File: src/rtl/cpu_phase_sequencer_pkg.sv
// cpu_seq_pkg: state and instruction-class encodings shared by the phase sequencer and hazard logic
package cpu_seq_pkg;
   typedef enum logic [2:0] {
      IDLE   = 3'd0,
      FETCH  = 3'd1,
      DECODE = 3'd2,
      EXEC   = 3'd3,
      MEM    = 3'd4,
      WB     = 3'd5,
      TRAP   = 3'd6
   } state_t;
   localparam logic [6:0] OPC_LOAD   = 7'b0000011;
   localparam logic [6:0] OPC_STORE  = 7'b0100011;
   localparam logic [6:0] OPC_OP     = 7'b0110011;
   localparam logic [6:0] OPC_OPIMM  = 7'b0010011;
   localparam logic [6:0] OPC_BRANCH = 7'b1100011;
   typedef enum logic [2:0] {
      CLS_LOAD,
      CLS_STORE,
      CLS_OP,
      CLS_OPIMM,
      CLS_BRANCH,
      CLS_ILLEGAL
   } cls_t;
endpackage

File: src/rtl/cpu_phase_sequencer_if.sv
// cpu_phase_sequencer_if: memory handshakes, phase enables and status between sequencer and core
interface cpu_phase_sequencer_if;
   logic        run;
   logic [6:0]  opcode;
   logic        imem_ack;
   logic        dmem_ack;
   logic        imem_req;
   logic        ir_load;
   logic        dmem_req;
   logic        dmem_we;
   logic        rf_we;
   logic        pc_we;
   logic        retire;
   logic [2:0]  state;
   logic        illegal;
   logic        timeout_err;
   logic [31:0] cycle_count;
   logic [31:0] retire_count;
   modport master (
      output run, opcode, imem_ack, dmem_ack,
      input  imem_req, ir_load, dmem_req, dmem_we, rf_we, pc_we, retire,
             state, illegal, timeout_err, cycle_count, retire_count
   );
   modport slave (
      input  run, opcode, imem_ack, dmem_ack,
      output imem_req, ir_load, dmem_req, dmem_we, rf_we, pc_we, retire,
             state, illegal, timeout_err, cycle_count, retire_count
   );
endinterface

File: src/rtl/cpu_phase_sequencer_opcode_class_dec.sv
// opcode_class_dec: pure combinational map from RV32I opcode to instruction class
module opcode_class_dec
   import cpu_seq_pkg::*;
(
   input  logic [6:0] opcode,
   output cls_t       cls
);
   assign cls = opcode == OPC_LOAD   ? CLS_LOAD   :
                opcode == OPC_STORE  ? CLS_STORE  :
                opcode == OPC_OP     ? CLS_OP     :
                opcode == OPC_OPIMM  ? CLS_OPIMM  :
                opcode == OPC_BRANCH ? CLS_BRANCH : CLS_ILLEGAL;
endmodule

File: src/rtl/cpu_phase_sequencer.sv
// cpu_phase_sequencer: FETCH/DECODE/EXEC/MEM/WB phase controller with memory-ack timeout trap.
// Optional performance counters enabled by defining CPU_SEQ_PERF_COUNTERS_EN.
module cpu_phase_sequencer
   import cpu_seq_pkg::*;
#(
   parameter int TIMEOUT_CYCLES = 16
) (
   input logic                  clk,
   input logic                  rst,
   cpu_phase_sequencer_if.slave bus
);
   state_t     state_q, state_d, done_st;
   cls_t       cls_q, cls_d;
   logic [7:0] wait_q;
   logic       illegal_q, timeout_q, at_limit, starved;
   logic       imem_req, ir_load, dmem_req, dmem_we, rf_we, pc_we;

   opcode_class_dec u_dec (.opcode(bus.opcode), .cls(cls_d));

   assign at_limit = wait_q == 8'(TIMEOUT_CYCLES - 1);
   // a pending request with no ack this cycle; ack on the limit cycle still wins
   assign starved  = (state_q == FETCH && !bus.imem_ack) || (state_q == MEM && !bus.dmem_ack);
   assign done_st  = bus.run ? FETCH : IDLE;

   always_ff @(posedge clk)
      state_q <= rst ? IDLE : state_d;

   always_ff @(posedge clk) begin
      if (rst) begin
         cls_q     <= CLS_LOAD;
         wait_q    <= 8'd0;
         illegal_q <= 1'b0;
         timeout_q <= 1'b0;
      end else begin
         cls_q     <= state_q == DECODE ? cls_d : cls_q;
         wait_q    <= (state_d == state_q && (state_q == FETCH || state_q == MEM)) ? wait_q + 8'd1 : 8'd0;
         illegal_q <= illegal_q | (state_q == DECODE && cls_d == CLS_ILLEGAL);
         timeout_q <= timeout_q | (starved && at_limit);
      end
   end

   always_comb begin
      state_d = state_q;
      case (state_q)
         IDLE:    state_d = bus.run ? FETCH : IDLE;
         FETCH:   state_d = bus.imem_ack ? DECODE : at_limit ? TRAP : FETCH;
         DECODE:  state_d = cls_d == CLS_ILLEGAL ? TRAP : EXEC;
         EXEC:    state_d = (cls_q == CLS_LOAD || cls_q == CLS_STORE) ? MEM :
                            (cls_q == CLS_OP || cls_q == CLS_OPIMM)   ? WB  :
                            cls_q == CLS_BRANCH ? done_st : IDLE;
         MEM:     state_d = bus.dmem_ack ? (cls_q == CLS_STORE ? done_st : WB) :
                            at_limit ? TRAP : MEM;
         WB:      state_d = done_st;
         TRAP:    state_d = TRAP;
         default: state_d = IDLE;
      endcase
   end

   always_comb begin
      imem_req = state_q == FETCH;
      ir_load  = state_q == FETCH && bus.imem_ack;
      dmem_req = state_q == MEM;
      dmem_we  = state_q == MEM && cls_q == CLS_STORE;
      rf_we    = state_q == WB;
      pc_we    = state_q == WB || (state_q == EXEC && cls_q == CLS_BRANCH) ||
                 (state_q == MEM && bus.dmem_ack && cls_q == CLS_STORE);
   end

   assign bus.imem_req    = imem_req;
   assign bus.ir_load     = ir_load;
   assign bus.dmem_req    = dmem_req;
   assign bus.dmem_we     = dmem_we;
   assign bus.rf_we       = rf_we;
   assign bus.pc_we       = pc_we;
   assign bus.retire      = pc_we;
   assign bus.state       = state_q;
   assign bus.illegal     = illegal_q;
   assign bus.timeout_err = timeout_q;

`ifdef CPU_SEQ_PERF_COUNTERS_EN
   logic [31:0] cyc_q, ret_q;
   always_ff @(posedge clk) begin
      if (rst) begin
         cyc_q <= 32'd0;
         ret_q <= 32'd0;
      end else begin
         cyc_q <= cyc_q + {31'd0, state_q != IDLE && state_q != TRAP};
         ret_q <= ret_q + {31'd0, pc_we};
      end
   end
   assign bus.cycle_count  = cyc_q;
   assign bus.retire_count = ret_q;
`else
   assign bus.cycle_count  = 32'd0;
   assign bus.retire_count = 32'd0;
`endif
endmodule

File: src/flat_wrapper.sv
// flat-port wrapper written by rule: the top's interface ports become plain ports
module cpu_phase_sequencer_flat import cpu_seq_pkg::*;
#(
   parameter int TIMEOUT_CYCLES = 16
)
  (clk, rst, bus_run, bus_opcode, bus_imem_ack, bus_dmem_ack, bus_imem_req, bus_ir_load, bus_dmem_req, bus_dmem_we, bus_rf_we, bus_pc_we, bus_retire, bus_state, bus_illegal, bus_timeout_err, bus_cycle_count, bus_retire_count);
  cpu_phase_sequencer_if bus_i ();
  input logic clk;
  input logic rst;
  input wire logic [$bits(bus_i.run)-1:0] bus_run;
  input wire logic [$bits(bus_i.opcode)-1:0] bus_opcode;
  input wire logic [$bits(bus_i.imem_ack)-1:0] bus_imem_ack;
  input wire logic [$bits(bus_i.dmem_ack)-1:0] bus_dmem_ack;
  output wire logic [$bits(bus_i.imem_req)-1:0] bus_imem_req;
  output wire logic [$bits(bus_i.ir_load)-1:0] bus_ir_load;
  output wire logic [$bits(bus_i.dmem_req)-1:0] bus_dmem_req;
  output wire logic [$bits(bus_i.dmem_we)-1:0] bus_dmem_we;
  output wire logic [$bits(bus_i.rf_we)-1:0] bus_rf_we;
  output wire logic [$bits(bus_i.pc_we)-1:0] bus_pc_we;
  output wire logic [$bits(bus_i.retire)-1:0] bus_retire;
  output wire logic [$bits(bus_i.state)-1:0] bus_state;
  output wire logic [$bits(bus_i.illegal)-1:0] bus_illegal;
  output wire logic [$bits(bus_i.timeout_err)-1:0] bus_timeout_err;
  output wire logic [$bits(bus_i.cycle_count)-1:0] bus_cycle_count;
  output wire logic [$bits(bus_i.retire_count)-1:0] bus_retire_count;
  assign bus_i.run = bus_run;
  assign bus_i.opcode = bus_opcode;
  assign bus_i.imem_ack = bus_imem_ack;
  assign bus_i.dmem_ack = bus_dmem_ack;
  assign bus_imem_req = bus_i.imem_req;
  assign bus_ir_load = bus_i.ir_load;
  assign bus_dmem_req = bus_i.dmem_req;
  assign bus_dmem_we = bus_i.dmem_we;
  assign bus_rf_we = bus_i.rf_we;
  assign bus_pc_we = bus_i.pc_we;
  assign bus_retire = bus_i.retire;
  assign bus_state = bus_i.state;
  assign bus_illegal = bus_i.illegal;
  assign bus_timeout_err = bus_i.timeout_err;
  assign bus_cycle_count = bus_i.cycle_count;
  assign bus_retire_count = bus_i.retire_count;
  cpu_phase_sequencer #(.TIMEOUT_CYCLES(TIMEOUT_CYCLES)) u_core (.clk(clk), .rst(rst), .bus(bus_i));
endmodule
File: config.mk
export PLATFORM = sky130hd
export DESIGN_NAME = cpu_phase_sequencer_flat
export DESIGN_NICKNAME = d
export VERILOG_FILES = /design/src/rtl/cpu_phase_sequencer_pkg.sv /design/src/rtl/cpu_phase_sequencer_if.sv /design/src/rtl/cpu_phase_sequencer_opcode_class_dec.sv /design/src/rtl/cpu_phase_sequencer.sv /design/src/flat_wrapper.sv
export SDC_FILE = /design/constraint.sdc
export NUM_CORES = 1
export LEC_CHECK = 0
export ABC_AREA = 1
export BUFFER_PORTS_ARGS = -buffer_cell sky130_fd_sc_hd__buf_4
export CAP_MARGIN = 20
export CORE_MARGIN = 1
export CORE_UTILIZATION = 43
export DETAILED_ROUTE_END_ITERATION = 8
export PLACE_DENSITY_LB_ADDON = 0.08
export SLEW_MARGIN = 20
export SYNTH_ARGS = -nofsm -noshare
export SYNTH_HDL_FRONTEND = slang
export SYNTH_SLANG_ARGS = --single-unit
File: constraint.sdc
create_clock -name clk -period 2.02 [get_ports clk]
set_input_delay 0.505 -clock clk [delete_from_list [all_inputs] [get_ports clk]]
set_output_delay 0.505 -clock clk [all_outputs]
set_load 0.02 [all_outputs]
---- After elaboration in Yosys (flattened, before gate mapping) ----
Index checks and enable logic that the tools add are counted.
storage, ports and cells
  flip-flop bits (word level) ............. 16
  bits of input ports ..................... 12
  output and inout port bits .............. 76
  word-level logic and storage cells ...... 65
cells by class
  add/sub/neg operators ................... 1
  eq/ne operators ......................... 18
  mux-type cells .......................... 16
  bitwise operators ....................... 3
  reductions and logical operators ........ 22
operators by type and width
  kind                                                             count
  3-bit 2-to-1 mux                                                 12
  3-bit case mux with 6 select lines                               1
  3-bit == test, second input constant                             5
  7-bit by 6-bit == test with 1-bit output, second input constant  2
  3-bit by 2-bit == test with 1-bit output, second input constant  4
  1-bit logical AND                                                10
  8-bit by 1-bit adder with 8-bit output, second input constant    1
  8-bit by 4-bit == test with 1-bit output, second input constant  1
  7-bit by 2-bit == test with 1-bit output, second input constant  1
  7-bit by 5-bit == test with 1-bit output, second input constant  1
  7-bit == test, second input constant                             1
  3-bit by 1-bit == test with 1-bit output, second input constant  2
  3-bit logical NOT                                                2
  1-bit logical OR                                                 6
  2-bit OR reduction                                               2
  3-bit == test                                                    1
  1-bit logical NOT                                                2
  1-bit 2-to-1 mux                                                 2
  2-bit 2-to-1 mux                                                 1
  1-bit bitwise OR                                                 2
  1-bit NOT                                                        1

---- Longest topological paths before layout ----
  depth in word-level cells ............... 13
  depth in mapped cells ................... 11
  depth with buffers taken out ............ 10

---- Modules after synthesis ----
A second synthesis with hierarchy kept.
unflattened totals
  cells, all modules ...................... 219
  area, all modules ....................... 1536.5 um^2
modules (own cells, without submodules)
  module               instances  cells each  area each (um^2)  sequential area each (um^2)
  cpu_phase_sequencer  1          205         1456.4            320.3
  opcode_class_dec     1          14          80.1              0.0

---- Worst setup path after synthesis ----
OpenSTA, ideal clock, no wires.
  path type ............................... register to output
  from .................................... reg u_core.state_q[2], in the netlist u_core.bus.state[2]
  to ...................................... out bus_retire
  arrival time ............................ 1.586 ns
  required time ........................... 1.515 ns
  path slack .............................. -0.071 ns
  stages on the path, launching flop included .. 6
  path buffers ............................ 2
  cell sequence ........................... dfxtp_1 > buf_4 > nand2_2 > nor2_1 > a221o_1 > buf_4
between the ends
  longest elaborated chain between the ends .. 4
  elaborated cells on any way between the ends .. 8
  those cells by class .................... 3 x eq/ne; 5 x reduce/logical
RTL lines
  element                                                                           line                                                  source
  start: declaration                                                                cpu_phase_sequencer.sv:12                             state_t state_q, state_d, done_st;
  start signal: assignment                                                          cpu_phase_sequencer.sv:26                             state_q <= rst ? IDLE : state_d;
  3-bit by 2-bit == test with 1-bit output / 3-bit == test (equally long branches)  cpu_phase_sequencer.sv:65, cpu_phase_sequencer.sv:66
  1-bit logical AND, on equally long branches                                       cpu_phase_sequencer.sv:65, cpu_phase_sequencer.sv:66
  1-bit logical OR / 1-bit logical AND (equally long branches)                      cpu_phase_sequencer.sv:65, cpu_phase_sequencer.sv:66
  1-bit logical OR *                                                                cpu_phase_sequencer.sv:65                             pc_we = state_q == WB || (state_q == EXEC && cls_q == CLS_BRANCH) ||
  end: declaration                                                                  flat_wrapper.sv:20                                    output wire logic [$bits(bus_i.retire)-1:0] bus_retire;
Mark *: on every way between the ends. The rest lies on a longest branch, timed or not.

---- Final worst setup path ----
Same ends and word-level chain as after synthesis.

==> results.tsv <==
metric	value	unit
status	finished, final reports clean	
die_h	60.1	um
min_from	rst	
cts_max_level	1	
cts_resized	1	
drtPass1Iterations	4	
crit_start	u_core.bus.state[2]$_SDFF_PP0_	
power_per_cell_area	628	mW/mm^2
io_buffers	23	
cpLargestDelayFamily	flip-flops	
grt_util_met2	19.4	%
avgRoutedWirePerCell	8.34	um
critPathKind	reg -> out	
cts_buffer_depth	2	
dp_hpwl	1870	um
hold_path.class	in -> reg	
total_leakage_power	0.746	nW
first_global_vias	812	
ys.flop_type	dfxtp_1	
cp.arrival	1410	ps
async_flop_share	0	%
syn2layout_area_growth	0.776	%
viasPerCell	3.89	
setup_tns	0	ps
core	0.00313	sq mm
antenna_found_initial	0	
finalHoldViolations	0	
rows	20	
finalClockSkew	6.51	ps
busiest_layer	met2	
post_cts_buffers	0	
critPathRequiredTime	1510	ps
switching_share	41.9	%
io_pins	88	
r2r-start	u_core.wait_q[0]$_SDFF_PP0_	
cap_viol_max_count	0	
p_switching	0.385	mW
synth_edf_count	0	
p_int	0.534	mW
met1_usage	19.0	%
drt-initial-drc-count	23	
rrSetupSlack	330	ps
cp_cell_sequence	nor2_2 -> a221o_1 -> buf_4	
fmax	0.522	GHz
gr-total-overflow	0	
wirelength	2220	um
antenna_cells	0	
clk_pin_slew	110	ps
fin_nets	236	
ys_seq_elements	16	
cts_sinks	16	
gr-usage-met3	2.38	%
crit_buf_inv	1	
cts-root-buf	clkbuf_4	
drive_gt1_share	27.5	%
cts_tree	yes	
drcViolationCount	0	
place_congestion	0.856	
start_kind	flip-flop	
endpoint_kind	output pin	
seqPwrFrac	39.3	%
combPwrFrac	36.7	%
grt_first_pass_wirelength	3550	um
setup_viol	0	
via_count	1035	
ir_drop	0.205	mV
cts_hold_buf	0	
p_total	0.918	mW
clk_latency	290	ps
p_clk_share	24.0	%
crit_path_max_fanout	9	
cp_slowest_cell	dfxtp_2	
drv_slew	0	
rsz0062_at_grt	no	
grt_use_total	13.0	%
final_core_util	46.7	%
yosysSeqAreaShare	22.1	%
fill_cells	335	
avgSynthCellArea	7.32	sq um
period_share	94.8	%
die_w	60.1	um
initial_core_util	46.4	%
postRouteAntennaNets	0	
period_needed	1910	ps
cts_buffers	3	
synth_warnings	0	
die-area	0.00361	sq mm
grt_max_degree	10	
synth.distinct_cells	27	
slowest_delay	490	ps
synthCells	198	
syn_area	0.00145	sq mm
routing by layer:
metal,wire [um],share of wire (%),vias up
met2,937,42,58
met1,1110,50,445
met4,0,0,0
met5,0,0,-
li1,-,-,532
met3,172,7.8,0
cell type report:
| class | instances | area, sq um | share of cell area [%] |
|---|---|---|---|
| well taps | 44 | 55.1 | 3.77 |
| flip-flops and latches | 16 | 324 | 22.2 |
| inverters | 20 | 75.1 | 5.14 |
| repair buffers | 23 | 173 | 11.8 |
| multi-input cells | 159 | 798 | 54.6 |
| clock buffers | 4 | 36.3 | 2.48 |
placed cells by master (no fill, tap or decap), types with 4 or more instances in the layout:
master,instances
nor3_1,4
nand3_1,9
dfxtp_1,13
buf_4,23
inv_1,17
nor2_1,12
conb_1,64
nor2_2,14
nand2_2,6
a21oi_1,4
nand2_1,22
final timing paths:
path,end,cells after the start
setup reg to reg,u_core.wait_q[3]$_SDFF_PP0_,9
setup / recovery,bus_retire,3
hold / removal,u_core.bus.timeout_err$_SDFF_PP0_,2
hold reg to reg,u_core.bus.illegal$_SDFF_PP0_,2
worst register-to-register path: stages, from the launching register on:
cell and delay, ps:
dfxtp_1 390, ha_1 240, nand3_2 130, nor2_4 190, nor2_1 90, nor2_2 120, nand3_1 80, nand2_1 110
nand3_4 170, nor2_2 120
sequential cells by signal, indices dropped and copies added, names as in the netlist:
register                count
u_core.bus.illegal          1
u_core.bus.state            3
u_core.bus.timeout_err      1
u_core.cls_q                3
u_core.wait_q               8
metrics by stage:
stage,instance area (sq um),setup slack [ps],hold slack (ps),instances
after floorplan,1690,42.1,428,261
after global placement,1420,293,441,262
after detailed placement,1420,277,448,262
after CTS,1460,12.9,431,266
after global routing,1460,51.6,432,266
final,1460,106,428,266
cell families (layout without fill, tap and decap cells):
group | Yosys count | count (layout) | synth area share, %
AO/OA/AOI/OAI | 13 | 13 | 6.30
XOR/XNOR | 6 | 6 | 3.62
adder cells (fa/ha/maj) | 1 | 1 | 0.863
buffers and inverters | 86 | 47 | 39.3
flip-flops | 16 | 16 | 22.1
other | 1 | 64 | 0.259
AND/OR/NAND/NOR | 75 | 75 | 27.5
power by group through the flow:
stage / sequential (mW) / clock [mW] / combinational [mW]
after global placement: 0.366 / 0 / 0.336
final: 0.361 / 0.220 / 0.337
after detailed placement: 0.366 / 0 / 0.336
after floorplan: 0.367 / 0 / 0.357
after global routing: 0.365 / 0.244 / 0.372
after CTS: 0.360 / 0.226 / 0.337
Yosys cell counts, drive strengths merged (3+ instances only):
cell / number / share of area [%]
nand3: 13 / 6.4
o21ai: 3 / 1.0
nor3: 4 / 1.4
nor2: 28 / 11
xnor2: 3 / 1.8
nand2: 28 / 8.3
xor2: 3 / 1.8
a21oi: 6 / 3.1
inv: 20 / 5.2
dfxtp: 16 / 22
buf: 66 / 34
Note: power is estimated with default switching activity, not from simulation.
